`config.mk`:
```
export PLATFORM = sky130hd
export DESIGN_NAME = ws2812_in_flat
export DESIGN_NICKNAME = d
export VERILOG_FILES = /design/src/rtl/ws2812_in_pkg.sv /design/src/rtl/ws2812_in_if.sv /design/src/rtl/ws2812_in_pulse_meas.sv /design/src/rtl/ws2812_in.sv /design/src/flat_wrapper.sv
export SDC_FILE = /design/constraint.sdc
export NUM_CORES = 1
export LEC_CHECK = 0
export CAP_MARGIN = 20
export CORE_ASPECT_RATIO = 0.5
export CORE_MARGIN = 5
export CORE_UTILIZATION = 35
export CTS_CLUSTER_SIZE = 24
export DETAILED_ROUTE_END_ITERATION = 10
export PLACE_DENSITY_LB_ADDON = 0.2
export SYNTH_ARGS = -nofsm -noshare
export SYNTH_HDL_FRONTEND = slang
export SYNTH_SLANG_ARGS = --single-unit
```
`constraint.sdc`:
```
create_clock -name clk_in -period 5.3 [get_ports clk_in]
set_input_delay 1.59 -clock clk_in [delete_from_list [all_inputs] [get_ports clk_in]]
set_output_delay 1.59 -clock clk_in [all_outputs]
set_load 0.02 [all_outputs]
```
`src/rtl/ws2812_in_pkg.sv`:
```
// ---------------------------------------------------------------------------
// Module   : ws2812_in_pkg
// Brief    : Shared timing defaults, widths and state encodings for ws2812_in.
// Revision : 1.0 - initial release
// ---------------------------------------------------------------------------
`default_nettype none

package ws2812_in_pkg;

    // Pulse timing defaults for a 50 MHz clk_in.
    localparam int c_T_MIN_HIGH = 5;
    localparam int c_T_THRESH   = 30;
    localparam int c_T_MAX_HIGH = 60;
    localparam int c_T_RESET    = 2500;
    localparam int c_PIX_NUM    = 64;

    localparam int c_PIX_W = 24;
    localparam int c_IDX_W = 6;
    localparam int c_CNT_W = 12;

    typedef enum logic [1:0] {
        ST_RESYNC = 2'd0,
        ST_IDLE   = 2'd1,
        ST_HIGH   = 2'd2,
        ST_LOW    = 2'd3
    } state_t;

    function automatic logic [c_CNT_W-1:0] sat_inc(input logic [c_CNT_W-1:0] v);
        return (&v) ? v : v + 1'b1;
    endfunction

endpackage

`default_nettype wire

```
`src/rtl/ws2812_in_if.sv`:
```
// ---------------------------------------------------------------------------
// Module   : ws2812_in_if
// Brief    : Decoded pixel / frame status bundle produced by ws2812_in.
// Revision : 1.0 - initial release
// ---------------------------------------------------------------------------
`default_nettype none

interface ws2812_in_if;
    import ws2812_in_pkg::*;

    logic                 pixel_valid_out;
    logic [c_PIX_W-1:0]   pixel_data_out;
    logic [c_IDX_W-1:0]   pixel_idx_out;
    logic                 frame_done_out;
    logic                 err_out;

    modport master (
        output pixel_valid_out,
        output pixel_data_out,
        output pixel_idx_out,
        output frame_done_out,
        output err_out
    );

    modport slave (
        input  pixel_valid_out,
        input  pixel_data_out,
        input  pixel_idx_out,
        input  frame_done_out,
        input  err_out
    );

endinterface

`default_nettype wire

```
`src/rtl/ws2812_in_pulse_meas.sv`:
```
// ---------------------------------------------------------------------------
// Module   : ws2812_pulse_meas
// Brief    : Synchronises the WS2812 line, measures high/low widths and
//            classifies each pulse into bit / gap / error events.
// Revision : 1.0 - initial release
// ---------------------------------------------------------------------------
`default_nettype none

module ws2812_pulse_meas
    import ws2812_in_pkg::*;
#(
    parameter int T_MIN_HIGH = c_T_MIN_HIGH,
    parameter int T_THRESH   = c_T_THRESH,
    parameter int T_MAX_HIGH = c_T_MAX_HIGH,
    parameter int T_RESET    = c_T_RESET
) (
    input  wire logic clk_in,
    input  wire logic rst_in,
    input  wire logic i_line,
    output logic      o_bit_rdy,
    output logic      o_bit_data,
    output logic      o_gap_done,
    output logic      o_pulse_err
);

    localparam logic [c_CNT_W-1:0] c_MIN_CNT   = c_CNT_W'(T_MIN_HIGH);
    localparam logic [c_CNT_W-1:0] c_THR_CNT   = c_CNT_W'(T_THRESH);
    localparam logic [c_CNT_W-1:0] c_MAX_CNT   = c_CNT_W'(T_MAX_HIGH);
    localparam logic [c_CNT_W-1:0] c_RESET_CNT = c_CNT_W'(T_RESET);

    logic               r_sync1;
    logic               r_sync2;
    logic               r_dly;
    logic               w_rise;
    logic               w_fall;

    state_t             r_state;
    state_t             w_state_nxt;
    state_t             r_prev_low;
    state_t             w_prev_low_nxt;
    logic [c_CNT_W-1:0] r_high_cnt;
    logic [c_CNT_W-1:0] w_high_cnt_nxt;
    logic [c_CNT_W-1:0] r_low_cnt;
    logic [c_CNT_W-1:0] w_low_cnt_nxt;

    logic               w_bit_rdy;
    logic               w_bit_data;
    logic               w_gap_done;
    logic               w_pulse_err;

    always_ff @(posedge clk_in or posedge rst_in) begin
        if (rst_in) begin
            r_sync1 <= 1'b0;
            r_sync2 <= 1'b0;
            r_dly   <= 1'b0;
        end else begin
            r_sync1 <= i_line;
            r_sync2 <= r_sync1;
            r_dly   <= r_sync2;
        end
    end

    assign w_rise = r_sync2 & ~r_dly;
    assign w_fall = ~r_sync2 & r_dly;

    always_ff @(posedge clk_in or posedge rst_in) begin
        if (rst_in) begin
            r_state     <= ST_RESYNC;
            r_prev_low  <= ST_IDLE;
            r_high_cnt  <= '0;
            r_low_cnt   <= '0;
            o_bit_rdy   <= 1'b0;
            o_bit_data  <= 1'b0;
            o_gap_done  <= 1'b0;
            o_pulse_err <= 1'b0;
        end else begin
            r_state     <= w_state_nxt;
            r_prev_low  <= w_prev_low_nxt;
            r_high_cnt  <= w_high_cnt_nxt;
            r_low_cnt   <= w_low_cnt_nxt;
            o_bit_rdy   <= w_bit_rdy;
            o_bit_data  <= w_bit_data;
            o_gap_done  <= w_gap_done;
            o_pulse_err <= w_pulse_err;
        end
    end

    always_comb begin
        w_state_nxt    = r_state;
        w_prev_low_nxt = r_prev_low;
        w_high_cnt_nxt = r_high_cnt;
        w_low_cnt_nxt  = r_low_cnt;
        w_bit_rdy      = 1'b0;
        w_bit_data     = 1'b0;
        w_gap_done     = 1'b0;
        w_pulse_err    = 1'b0;

        case (r_state)
            ST_RESYNC: begin
                if (r_sync2) begin
                    w_low_cnt_nxt = '0;
                end else if (r_low_cnt >= c_RESET_CNT) begin
                    w_state_nxt   = ST_IDLE;
                    w_low_cnt_nxt = '0;
                end else begin
                    w_low_cnt_nxt = sat_inc(r_low_cnt);
                end
            end

            ST_IDLE: begin
                if (w_rise) begin
                    w_state_nxt    = ST_HIGH;
                    w_high_cnt_nxt = c_CNT_W'(1);
                    w_prev_low_nxt = ST_IDLE;
                end
            end

            ST_HIGH: begin
                if (r_high_cnt > c_MAX_CNT) begin
                    w_state_nxt   = ST_RESYNC;
                    w_low_cnt_nxt = '0;
                    w_pulse_err   = 1'b1;
                end else if (w_fall) begin
                    // A glitch resumes the interrupted low phase; low_cnt was held meanwhile.
                    if (r_high_cnt < c_MIN_CNT) begin
                        w_state_nxt = r_prev_low;
                    end else begin
                        w_bit_rdy     = 1'b1;
                        w_bit_data    = (r_high_cnt >= c_THR_CNT);
                        w_state_nxt   = ST_LOW;
                        w_low_cnt_nxt = c_CNT_W'(1);
                    end
                end else begin
                    w_high_cnt_nxt = sat_inc(r_high_cnt);
                end
            end

            ST_LOW: begin
                if (r_low_cnt >= c_RESET_CNT) begin
                    // Frame end wins; a coincident rise opens the next frame at once.
                    w_gap_done     = 1'b1;
                    w_low_cnt_nxt  = '0;
                    w_prev_low_nxt = ST_IDLE;
                    if (w_rise) begin
                        w_state_nxt    = ST_HIGH;
                        w_high_cnt_nxt = c_CNT_W'(1);
                    end else begin
                        w_state_nxt    = ST_IDLE;
                    end
                end else if (w_rise) begin
                    w_state_nxt    = ST_HIGH;
                    w_high_cnt_nxt = c_CNT_W'(1);
                    w_prev_low_nxt = ST_LOW;
                end else begin
                    w_low_cnt_nxt = sat_inc(r_low_cnt);
                end
            end

            default: begin
                w_state_nxt = ST_RESYNC;
            end
        endcase
    end

endmodule

`default_nettype wire

```
`src/rtl/ws2812_in.sv`:
```
// ---------------------------------------------------------------------------
// Module   : ws2812_in
// Brief    : WS2812 line receiver; assembles 24-bit GRB words MSB-first and
//            emits indexed pixels plus frame-done / sticky error status.
// Revision : 1.0 - initial release
// ---------------------------------------------------------------------------
`default_nettype none

module ws2812_in
    import ws2812_in_pkg::*;
#(
    parameter int T_MIN_HIGH = c_T_MIN_HIGH,
    parameter int T_THRESH   = c_T_THRESH,
    parameter int T_MAX_HIGH = c_T_MAX_HIGH,
    parameter int T_RESET    = c_T_RESET,
    parameter int PIX_NUM    = c_PIX_NUM
) (
    input  wire logic      clk_in,
    input  wire logic      rst_in,
    input  wire logic      ws2812_data_in,
    ws2812_in_if.master    o_pix
);

    localparam logic [c_IDX_W:0] c_PIX_LIMIT = (c_IDX_W + 1)'(PIX_NUM);
    localparam logic [4:0]       c_LAST_BIT  = 5'(c_PIX_W - 1);

    logic                 w_bit_rdy;
    logic                 w_bit_data;
    logic                 w_gap_done;
    logic                 w_pulse_err;
    logic [c_PIX_W-1:0]   w_word;

    logic [c_PIX_W-2:0]   r_shift;
    logic [4:0]           r_bit_cnt;
    logic [c_IDX_W:0]     r_pix_cnt;
    logic                 r_frame_err;
    logic                 r_valid;
    logic [c_PIX_W-1:0]   r_data;
    logic [c_IDX_W-1:0]   r_idx;
    logic                 r_frame_done;
    logic                 r_err;

    ws2812_pulse_meas #(
        .T_MIN_HIGH (T_MIN_HIGH),
        .T_THRESH   (T_THRESH),
        .T_MAX_HIGH (T_MAX_HIGH),
        .T_RESET    (T_RESET)
    ) u_pulse_meas (
        .clk_in      (clk_in),
        .rst_in      (rst_in),
        .i_line      (ws2812_data_in),
        .o_bit_rdy   (w_bit_rdy),
        .o_bit_data  (w_bit_data),
        .o_gap_done  (w_gap_done),
        .o_pulse_err (w_pulse_err)
    );

    assign w_word = {r_shift, w_bit_data};

    always_ff @(posedge clk_in or posedge rst_in) begin
        if (rst_in) begin
            r_shift      <= '0;
            r_bit_cnt    <= '0;
            r_pix_cnt    <= '0;
            r_frame_err  <= 1'b0;
            r_valid      <= 1'b0;
            r_data       <= '0;
            r_idx        <= '0;
            r_frame_done <= 1'b0;
            r_err        <= 1'b0;
        end else begin
            r_valid      <= 1'b0;
            r_frame_done <= 1'b0;

            if (w_pulse_err) begin
                // Over-long pulse: drop the partial word and restart framing after resync.
                r_bit_cnt   <= '0;
                r_pix_cnt   <= '0;
                r_frame_err <= 1'b0;
                r_err       <= 1'b1;
            end else if (w_gap_done) begin
                r_frame_done <= 1'b1;
                r_bit_cnt    <= '0;
                r_pix_cnt    <= '0;
                r_frame_err  <= 1'b0;
                r_err        <= r_frame_err | (r_bit_cnt != 5'd0);
            end else if (w_bit_rdy) begin
                r_shift <= w_word[c_PIX_W-2:0];
                if (r_bit_cnt == c_LAST_BIT) begin
                    r_bit_cnt <= '0;
                    if (r_pix_cnt < c_PIX_LIMIT) begin
                        r_valid   <= 1'b1;
                        r_data    <= w_word;
                        r_idx     <= r_pix_cnt[c_IDX_W-1:0];
                        r_pix_cnt <= r_pix_cnt + 1'b1;
                    end else begin
                        r_frame_err <= 1'b1;
                        r_err       <= 1'b1;
                    end
                end else begin
                    r_bit_cnt <= r_bit_cnt + 1'b1;
                end
            end
        end
    end

    assign o_pix.pixel_valid_out = r_valid;
    assign o_pix.pixel_data_out  = r_data;
    assign o_pix.pixel_idx_out   = r_idx;
    assign o_pix.frame_done_out  = r_frame_done;
    assign o_pix.err_out         = r_err;

endmodule

`default_nettype wire

```
`src/flat_wrapper.sv`:
```
// flat-port wrapper written by rule: the top's interface ports become plain ports
module ws2812_in_flat import ws2812_in_pkg::*;
#(
    parameter int T_MIN_HIGH = c_T_MIN_HIGH,
    parameter int T_THRESH   = c_T_THRESH,
    parameter int T_MAX_HIGH = c_T_MAX_HIGH,
    parameter int T_RESET    = c_T_RESET,
    parameter int PIX_NUM    = c_PIX_NUM
)
  (clk_in, rst_in, ws2812_data_in, o_pix_pixel_valid_out, o_pix_pixel_data_out, o_pix_pixel_idx_out, o_pix_frame_done_out, o_pix_err_out);
  ws2812_in_if o_pix_i ();
  input  wire logic clk_in;
  input  wire logic rst_in;
  input  wire logic ws2812_data_in;
  output wire logic [$bits(o_pix_i.pixel_valid_out)-1:0] o_pix_pixel_valid_out;
  output wire logic [$bits(o_pix_i.pixel_data_out)-1:0] o_pix_pixel_data_out;
  output wire logic [$bits(o_pix_i.pixel_idx_out)-1:0] o_pix_pixel_idx_out;
  output wire logic [$bits(o_pix_i.frame_done_out)-1:0] o_pix_frame_done_out;
  output wire logic [$bits(o_pix_i.err_out)-1:0] o_pix_err_out;
  assign o_pix_pixel_valid_out = o_pix_i.pixel_valid_out;
  assign o_pix_pixel_data_out = o_pix_i.pixel_data_out;
  assign o_pix_pixel_idx_out = o_pix_i.pixel_idx_out;
  assign o_pix_frame_done_out = o_pix_i.frame_done_out;
  assign o_pix_err_out = o_pix_i.err_out;
  ws2812_in #(.T_MIN_HIGH(T_MIN_HIGH), .T_THRESH(T_THRESH), .T_MAX_HIGH(T_MAX_HIGH), .T_RESET(T_RESET), .PIX_NUM(PIX_NUM)) u_core (.clk_in(clk_in), .rst_in(rst_in), .ws2812_data_in(ws2812_data_in), .o_pix(o_pix_i));
endmodule
```
Yosys cells after proc, flatten, opt, wreduce, memory -nomap -nowiden
Cells that the tools add are included.
{ "op_classes": {"n_addsub": 4, "magnitude_cmp": 5, "eq_ne": 16, "mux": 62, "bitwise_logic": 7, "n_reduce_logical": 19} }
{ "op_table": {"columns": ["cell", "n"], "rows": [
  ["$mux W12", 12],
  ["$pmux W12 S3", 1],
  ["$mux W7", 5],
  ["$mux W1", 26],
  ["$add A12 B1 Y12 const B", 2],
  ["$pmux W12 S2", 1],
  ["$reduce_and A12 Y1", 2],
  ["$mux W2", 11],
  ["$mux W5", 4],
  ["$ne A3 B3 Y1 const B", 5],
  ["$reduce_and A3 Y1", 5],
  ["$ge A12 B12 Y1 const B", 1],
  ["$ge A12 B5 Y1 const B", 1],
  ["$gt A12 B6 Y1 const B", 1],
  ["$lt A12 B3 Y1 const B", 1],
  ["$ne A2 B2 Y1 const B", 6],
  ["$reduce_bool A3 Y1", 4],
  ["$reduce_and A5 Y1", 2],
  ["$pmux W2 S4", 1],
  ["$add A7 B1 Y7 const B", 1],
  ["$lt A7 B7 Y1 const B", 1],
  ["$add A5 B1 Y5 const B", 1],
  ["$eq A5 B5 Y1 const B", 1],
  ["$reduce_bool A5 Y1", 1],
  ["11 further kinds", 17]
]} }
{ "word_totals": {"ff_bits": 104, "word_cells": 133} }

Logic depth before layout (Yosys ltp)
Gate-level depths: netlist of the first run.
{ "depth": {"ltp_word": 6, "ltp_mapped": 8, "depth_no_buf": 7} }

Modules after synthesis
A second synthesis of the first run with hierarchy kept.
{ "unflattened": {"hier_cells": 428, "hier_area_um2": 4944.7} }
{ "modules_own_cells": {"columns": ["module", "n_inst", "cells_each", "area_each_um2"], "rows": [
  ["ws2812_in", 1, 199, 2906.5],
  ["ws2812_pulse_meas", 1, 229, 2038.2]
]} }

Worst setup path before layout of the first run
OpenSTA, ideal clock, no wires.
{ "synth_path": {"kind": "register to output", "from": "register u_core.r_err, in the netlist u_core.o_pix.err_out", "to": "output o_pix_err_out", "arrival_time_ns": 0.425, "setup_slack_ns": 3.285, "path_stages_with_launch": 1, "cell_sequence": "dfrtp_1"} }
{ "synth_rtl": {"columns": ["element", "line", "text"], "rows": [
  ["start: declaration", "ws2812_in.sv:41", "logic r_err;"],
  ["start signal: assignment", "ws2812_in.sv:86", "r_err <= r_frame_err | (r_bit_cnt != 5'd0);"],
  ["end: declaration", "flat_wrapper.sv:19", "output wire logic [$bits(o_pix_i.err_out)-1:0] o_pix_err_out;"]
]} }
No word-level cell between the ends.

Worst setup path in the final report of the first run
{ "layout_path": {"from": "register u_core.r_data[0], in the netlist u_core.o_pix.pixel_data_out[0]", "to": "output o_pix_pixel_data_out[0]"} }
{ "layout_rtl": {"columns": ["element", "line", "text"], "rows": [
  ["start: declaration", "ws2812_in.sv:38", "logic [c_PIX_W-1:0] r_data;"],
  ["start signal: assignment", "ws2812_in.sv:93", "r_data <= w_word;"],
  ["end: declaration", "flat_wrapper.sv:16", "output wire logic [$bits(o_pix_i.pixel_data_out)-1:0] o_pix_pixel_data_out;"]
]} }
No word-level cell between the ends.

==> metrics.md, run 1 <==
| Metric | Value |
|---|---|
| Status | `finished clean` |
| Total global-route track usage | `12.97%` |
| Top FF cell, synth | `dfrtp_1` |
| RSZ-0062 raised after global routing | `false` |
| Hold Crit Depth | `0` |
| Reg2Reg Setup Slack | `2.59 ns` |
| Top delay family on crit path | `buffers and inverters` |
| Largest cells by area after synthesis | `dfrtp_1 54%, nand2_1 14%, ha_1 3.4%` |
| Share of the clock period used by the worst path after layout | `55.44%` |
| Starting density of the core | `35.41%` |
| Pin count of the biggest net entering global routing | `86` |
| Top Ports | `36` |
| Core Footprint | `13,400 sq um` |
| Resized Gates After CTS | `0` |
| Grt total ovfl | `0` |
| Worst Setup Slack, final | `2.362 ns` |
| Peak Freq | `0.3403 GHz` |
| Buffer and inverter count on the worst path | `1` |
| Total Power | `1.464 mW` |
| Pre-CTS setup slack | `2.128 ns` |
| Standard-cell rows | `30` |
| Post-synthesis instance area | `4745 sq um` |
| Power Density | `262.7 nW/um^2` |
| Clock insertion delay at the later pin of the skew report | `0.35 ns` |
| Final HPWL DP | `6478 microns` |
| Horizontal die dimension | `174.7 microns` |
| Total wire length | `10,100 microns` |
| Number of vias in the routed layout | `3,663` |
| TritonCTS clock tree | `yes` |
| Synth Net Count | `540` |
| Distinct cell type count after synthesis | `51` |
| Setup-violating endpoint count in the final report | `0` |
| Router iterations before antenna repair | `5` |
| Count of buffers from port buffering | `35` |
| Static Leakage | `2.679 nW` |
| Proportion of register bits with asynchronous set or reset after synthesis | `100.0%` |
| Crit path arrival time | `1.35 ns` |
| Final ANT Viol Nets | `0` |
| Via/cell ratio | `4.977` |
| Clock-pin transition on the worst setup and hold timing paths | `0.07 ns` |
| Vertical die dimension | `92.33 microns` |
| Hold path start | `u_core.u_pulse_meas.r_sync1` |
| Final min period | `2.938 ns` |
| Final count of pins violating max slew | `0` |
| Routed metal-1 wire length | `5004 microns` |
| Detailed-route DRC error count | `0` |
| Critical path data required time | `3.71 ns` |
| Dominant cell type by area after synthesis | `dfrtp_1` |
| Syn_area_per_cell | `9.054 sq um` |
| Startpoint Class | `register` |
| Iteration-0 DRC Markers | `358` |
| Die Outline Area | `16,130 sq um` |
| Worst hold path type | `reg -> reg` |
| Final weighted congestion of routability-driven global placement | `0.7874` |
| Deepest level of the CTS H-tree | `3` |
| Top layer used by detailed routing | `met4` |
| Number of failing hold endpoints at the final stage | `0` |
| Post-synth EDFFs | `0` |
| Share of the synthesized area in the top cell type | `54.32%` |
| Crit path max fanout | `2` |
| Growth of design area from synthesis to finish | `17.46%` |
| Max-cap check violation count | `0` |
| Critical path start-end classification | `reg -> out` |
| Met2 WL | `4633 microns` |
| Final setup TNS | `0 ns` |
| Yosys synthesis warning count | `0` |
| Total Nets Final | `571` |
| Initial antenna violation count | `0` |
| Met3 wire length | `360 microns` |
| Vias in the first global route | `3,522` |
| Highest-count cells in the layout ignoring fill and taps | `183 x nand2_1, 103 x dfrtp_1, 35 x clkdlybuf4s50_1` |
| TritonCTS Sinks | `103` |
| Peak supply drop | `146.2 uV` |
| Slew @ Worst Pin | `1.057 ns` |
| Slowest Stage Delay on Critical Path | `0.62 ns` |
| Clock tree root driver cell | `clkbuf_16` |
| Share of post-route cells with drive strength above 1 | `5.000%` |
| Global-route wire length before repair | `17,380 microns` |
| Reg2Reg Launch Point | `u_core.u_pulse_meas.o_bit_rdy` |
| Total CTS buffers | `9` |
| FF+latch count, synth | `103` |
| Max-Slew Margin vs Limit | `29.54%` |
| Hold-fix buffers at CTS | `0` |
| CP endpoint kind | `output pin` |
| Share of the yosys chip area belonging to registers | `54.32%` |
| R2R Path End | `u_core.o_pix.pixel_data_out[21]` |
| Total setup buffers inserted after CTS | `0` |
| Most common cell after layout, fill and taps aside | `nand2_1` |
| Final routed wire length divided by cell count | `13.72 microns` |
| Cell at the slowest stage of the critical path | `clkdlybuf4s50_1` |
| Fin Clk Skew | `0.006382 ns` |
| Worst Hold Path EP | `u_core.u_pulse_meas.r_sync2` |
| Number of diodes | `0` |
| CP cell instances | `clkdlybuf4s50_1` |
| Cell count after synthesis | `524` |
| Bufs on Longest Clock Path | `2` |
| R2R depth | `5` |
kinds of logic (layout without fill, tap and decap cells):
family / count (synthesis) / after routing / share of synthesized area [%]
flops: 103 / 103 / 54.32
compound gates: 91 / 91 / 12.53
buf+inv: 33 / 69 / 2.743
simple gates: 278 / 278 / 25.79
xor+xnor: 4 / 4 / 0.7383
fa+ha+maj: 13 / 13 / 3.428
mux: 2 / 2 / 0.4483
how the worst max path moves through the flow:
stage	slack [ns]	endpoint	cells after the start	from
final	2.36	o_pix_pixel_data_out[0]	1	u_core.o_pix.pixel_data_out[0]
after global routing	2.27	u_core.r_pix_cnt[0]	4	u_core.u_pulse_meas.o_bit_rdy
after CTS	2.33	o_pix_pixel_data_out[0]	1	u_core.o_pix.pixel_data_out[0]
after detailed placement	2.13	u_core.u_pulse_meas.r_high_cnt[9]	3	rst_in
after global placement	2.12	u_core.u_pulse_meas.r_high_cnt[9]	3	rst_in
after floorplan	1.01	u_core.o_pix.err_out	1	rst_in
cell type report:
cell class                 count  area (sq um)
tap                          176         220.2
sequential                   103          2577
multi-input combinational    388          2042
clock buffer                  10         229.0
timing repair buffer          40         404.1
clock inverter                 6         48.80
inverter                      13         51.30
fill                        1316          7828
power breakdown:
part	leakage, nW	switching, mW	total [mW]	internal (mW)
combinational	1.11	0.0237	0.0320	0.00837
sequential	1.43	0.00447	0.793	0.788
clock	0.139	0.312	0.639	0.327
total	2.68	0.340	1.46	1.12
metrics by stage:
stage | std cells | utilization (%) | instance area, sq um | hold WS, ns
after detailed placement | 718 | 39.28 | 5264 | 0.3371
after global routing | 736 | 41.59 | 5573 | 0.3830
after global placement | 718 | 39.28 | 5264 | 0.3497
after CTS | 734 | 41.35 | 5542 | 0.3523
after floorplan | 524 | - | 4745 | 0.3312
final | 736 | 41.59 | 5573 | 0.3518
state kept, by name, indices dropped and copies added (netlist names):
register and count:
u_core.r_shift 23, u_core.u_pulse_meas.r_sync2 1, u_core.o_pix.pixel_data_out 24, u_core.u_pulse_meas.r_sync1 1, u_core.u_pulse_meas.r_high_cnt 12, u_core.r_frame_err 1, u_core.u_pulse_meas.o_bit_rdy 1, u_core.u_pulse_meas.o_gap_done 1
u_core.o_pix.err_out 1, u_core.o_pix.frame_done_out 1, u_core.u_pulse_meas.o_bit_data 1, u_core.u_pulse_meas.r_dly 1, u_core.r_bit_cnt 5, u_core.u_pulse_meas.o_pulse_err 1, u_core.u_pulse_meas.r_prev_low 1, u_core.o_pix.pixel_idx_out 6
u_core.o_pix.pixel_valid_out 1, u_core.u_pulse_meas.r_state 2, u_core.u_pulse_meas.r_low_cnt 12, u_core.r_pix_cnt 7
per-layer routing:
layer | up-vias | GRT usage [%]
met4 | 0 | 3.527
met5 | - | 0
met2 | 59 | 20.74
li1 | 1840 | -
met3 | 9 | 3.344
met1 | 1755 | 17.66
synthesized netlist by cell type, types with 2 or more instances:
master     instances
a211o_1            2
a21oi_1           14
a2bb2oi_1          4
a31oi_1            5
a41oi_1            2
and2_1             7
and3_1             8
buf_2              5
clkbuf_1          14
dfrtp_1          103
ha_1              13
inv_1             13
nand2_1          183
nand2b_1           5
nand3_1           13
nand4_1            9
nand4b_1           3
nor2_1            27
nor2b_1            2
nor3_1             8
nor3b_1            2
o2111ai_1          2
o21a_1             3
o21ai_0           29
o21ai_1            2
o221ai_1           2
o22ai_1            3
o31a_1             2
o31ai_1           10
o41ai_1            4
or2_2              2
xor2_1             4
No activity file was read; power rests on OpenSTA's default activity.
==> inputs of run 2 (changes only) <==
Clock period 5.3 ns to 2.6 ns, I/O delays scaled along.
==> run 2 against run 1 <==
Against the previous run: clock-buffer cell count rose by 1; setup slack got worse by 1.9 ns; largest power group unchanged; critical path type unchanged; clock power increased by 110%; sequential power is 100% higher.
==> metrics.md, run 2 (synthesized netlist as in run 1, its figures left out) <==
| Metric | Value |
|---|---|
| Cell at the slowest stage of the critical path | `clkdlybuf4s50_1 (unchanged)` |
| Crit path max fanout | `2 (unchanged)` |
| Critical path data required time | `1.82 ns (was 3.71 ns)` |
| Clock tree root driver cell | `clkbuf_16 (unchanged)` |
| Final HPWL DP | `6647 microns (was 6478 microns)` |
| Power Density | `540.1 nW/um^2 (was 262.7 nW/um^2)` |
| RSZ-0062 raised after global routing | `false (unchanged)` |
| Final min period | `2.122 ns` |
| Top layer used by detailed routing | `met4 (unchanged)` |
| Global-route wire length before repair | `17,370 microns (was 17,380 microns)` |
| Max-cap check violation count | `0 (unchanged)` |
| Standard-cell rows | `30 (unchanged)` |
| Bufs on Longest Clock Path | `2 (unchanged)` |
| Top delay family on crit path | `buffers and inverters (unchanged)` |
| Slowest Stage Delay on Critical Path | `0.61 ns (was 0.62 ns)` |
| Final weighted congestion of routability-driven global placement | `0.8529 (was 0.7874)` |
| Total setup buffers inserted after CTS | `0 (unchanged)` |
| Critical path start-end classification | `reg -> out (unchanged)` |
| Final std cells w/o fill | `742 (was 736)` |
| Placed Cells incl. Taps | `726 (was 718)` |
| Routed metal-1 wire length | `5035 microns (was 5004 microns)` |
| Total global-route track usage | `12.91% (was 12.97%)` |
| Deepest level of the CTS H-tree | `3 (unchanged)` |
| Most common cell after layout, fill and taps aside | `nand2_1 (unchanged)` |
| Total CTS buffers | `9 (unchanged)` |
| Iteration-0 DRC Markers | `285 (was 358)` |
| Worst hold path type | `reg -> reg (unchanged)` |
| Setup-violating endpoint count in the final report | `0 (unchanged)` |
| Growth of design area from synthesis to finish | `19.33% (was 17.46%)` |
| TritonCTS clock tree | `yes (unchanged)` |
| Peak Freq | `0.4712 GHz` |
| Share of post-route cells with drive strength above 1 | `6.184% (was 5.000%)` |
| Horizontal die dimension | `174.7 microns (unchanged)` |
| Total wire length | `9882 microns (was 10,100 microns)` |
| Vias in the first global route | `3,578 (was 3,522)` |
| Share of the clock period used by the worst path after layout | `81.62%` |
| Flip-flop count of the largest register, all copies and words added | `24 (unchanged)` |
| Router iterations before antenna repair | `5 (unchanged)` |
| Total Nets Final | `577 (was 571)` |
| Share of the core filled with cells | `42.25% (was 41.59%)` |
| Final ANT Viol Nets | `0 (unchanged)` |
| Die Outline Area | `16,130 sq um (unchanged)` |
| Final count of pins violating max slew | `0 (unchanged)` |
| Number of failing hold endpoints at the final stage | `0 (unchanged)` |
| Clock-pin transition on the worst setup and hold timing paths | `0.08 ns (was 0.07 ns)` |
| Via/cell ratio | `5.035 (was 4.977)` |
| Pin count of the biggest net entering global routing | `35 (was 86)` |
| Core Footprint | `13,400 sq um (unchanged)` |
| CP endpoint kind | `output pin (unchanged)` |
| Max-Slew Margin vs Limit | `58.15% (was 29.54%)` |
| Clock insertion delay at the later pin of the skew report | `0.35 ns (about the same)` |
| Buffer and inverter count on the worst path | `1 (unchanged)` |
| Fin Clk Skew | `0.01308 ns (was 0.006382 ns)` |
| Met3 wire length | `371 microns (was 360 microns)` |
| CP cell instances | `clkdlybuf4s50_1 (unchanged)` |
| Detailed-route DRC error count | `0 (unchanged)` |
| Met2 WL | `4345 microns (was 4633 microns)` |
| Slew @ Worst Pin | `0.6278 ns (was 1.057 ns)` |
| Number of diodes | `0 (unchanged)` |
| Number of vias in the routed layout | `3,736 (was 3,663)` |
| Final routed wire length divided by cell count | `13.32 microns (was 13.72 microns)` |
| Top Ports | `36 (unchanged)` |
| Starting density of the core | `35.41% (unchanged)` |
| Vertical die dimension | `92.33 microns (unchanged)` |
| Static Leakage | `2.723 nW (was 2.679 nW)` |
| Status | `finished clean (unchanged)` |
| Grt total ovfl | `0 (unchanged)` |
| Peak supply drop | `295.9 uV (was 146.2 uV)` |
| Count of buffers from port buffering | `35 (unchanged)` |
| Resized Gates After CTS | `0 (unchanged)` |
| TritonCTS Sinks | `103 (unchanged)` |
| Final setup TNS | `0 ns (unchanged)` |
| Highest-count cells in the layout ignoring fill and taps | `183 x nand2_1, 103 x dfrtp_1, 35 x clkdlybuf4s50_1 (unchanged)` |
| Startpoint Class | `register (unchanged)` |
| Crit path arrival time | `1.34 ns (was 1.35 ns)` |
| Initial antenna violation count | `0 (unchanged)` |
| Hold Worst Slack | `0.3535 ns (was 0.3518 ns)` |
| Hold-fix buffers at CTS | `0 (unchanged)` |
-- run 2: area by class of cell --
class	count	area (sq um)
Fill cell	1302	7739
Clock inverter	5	46.29
Multi-Input combinational cell	388	2042
Timing Repair Buffer	46	470.5
Clock buffer	11	252.7
Tap cell	176	220.2
Inverter	13	52.55
Sequential cell	103	2577
-- run 2: metrics by stage --
stage / area (sq um) / setup slack (ns) / total power, mW
final: 5662 / 0.4780 / 3.058
after global routing: 5662 / 0.2783 / 3.179
after CTS: 5662 / 0.4578 / 3.104
after detailed placement: 5363 / 0.5087 / 1.724
after global placement: 5363 / 0.5162 / 1.723
after floorplan: 4748 / 0.5884 / 1.691
-- run 2: report_power, final --
part	switching (mW)	internal (mW)
registers	0.00911	1.61
clock network	0.645	0.724
logic	0.0506	0.0224
-- run 2: routing by layer --
| metal | vias up | global-route usage, % |
|---|---|---|
| li1 | 1860 | - |
| met1 | 1792 | 17.92 |
| met2 | 71 | 20.12 |
| met3 | 13 | 2.855 |
| met4 | 0 | 4.442 |
| met5 | - | 0 |
-- run 2: worst paths after layout --
kind / start / depth (start not counted) / slack, ns / to
setup / recovery: u_core.o_pix.pixel_data_out[9] / 1 / 0.48 / o_pix_pixel_data_out[9]
hold / removal: u_core.u_pulse_meas.r_sync1 / 0 / 0.35 / u_core.u_pulse_meas.r_sync2
setup reg to reg: u_core.u_pulse_meas.r_state[0] / 4 / 0.50 / u_core.u_pulse_meas.r_high_cnt[9]
hold reg to reg: u_core.u_pulse_meas.r_sync1 / 0 / 0.35 / u_core.u_pulse_meas.r_sync2
max in group asynchronous: rst_in / 3 / 1.21 / u_core.r_pix_cnt[1]
min in group asynchronous: rst_in / 2 / 0.83 / u_core.o_pix.pixel_data_out[7]
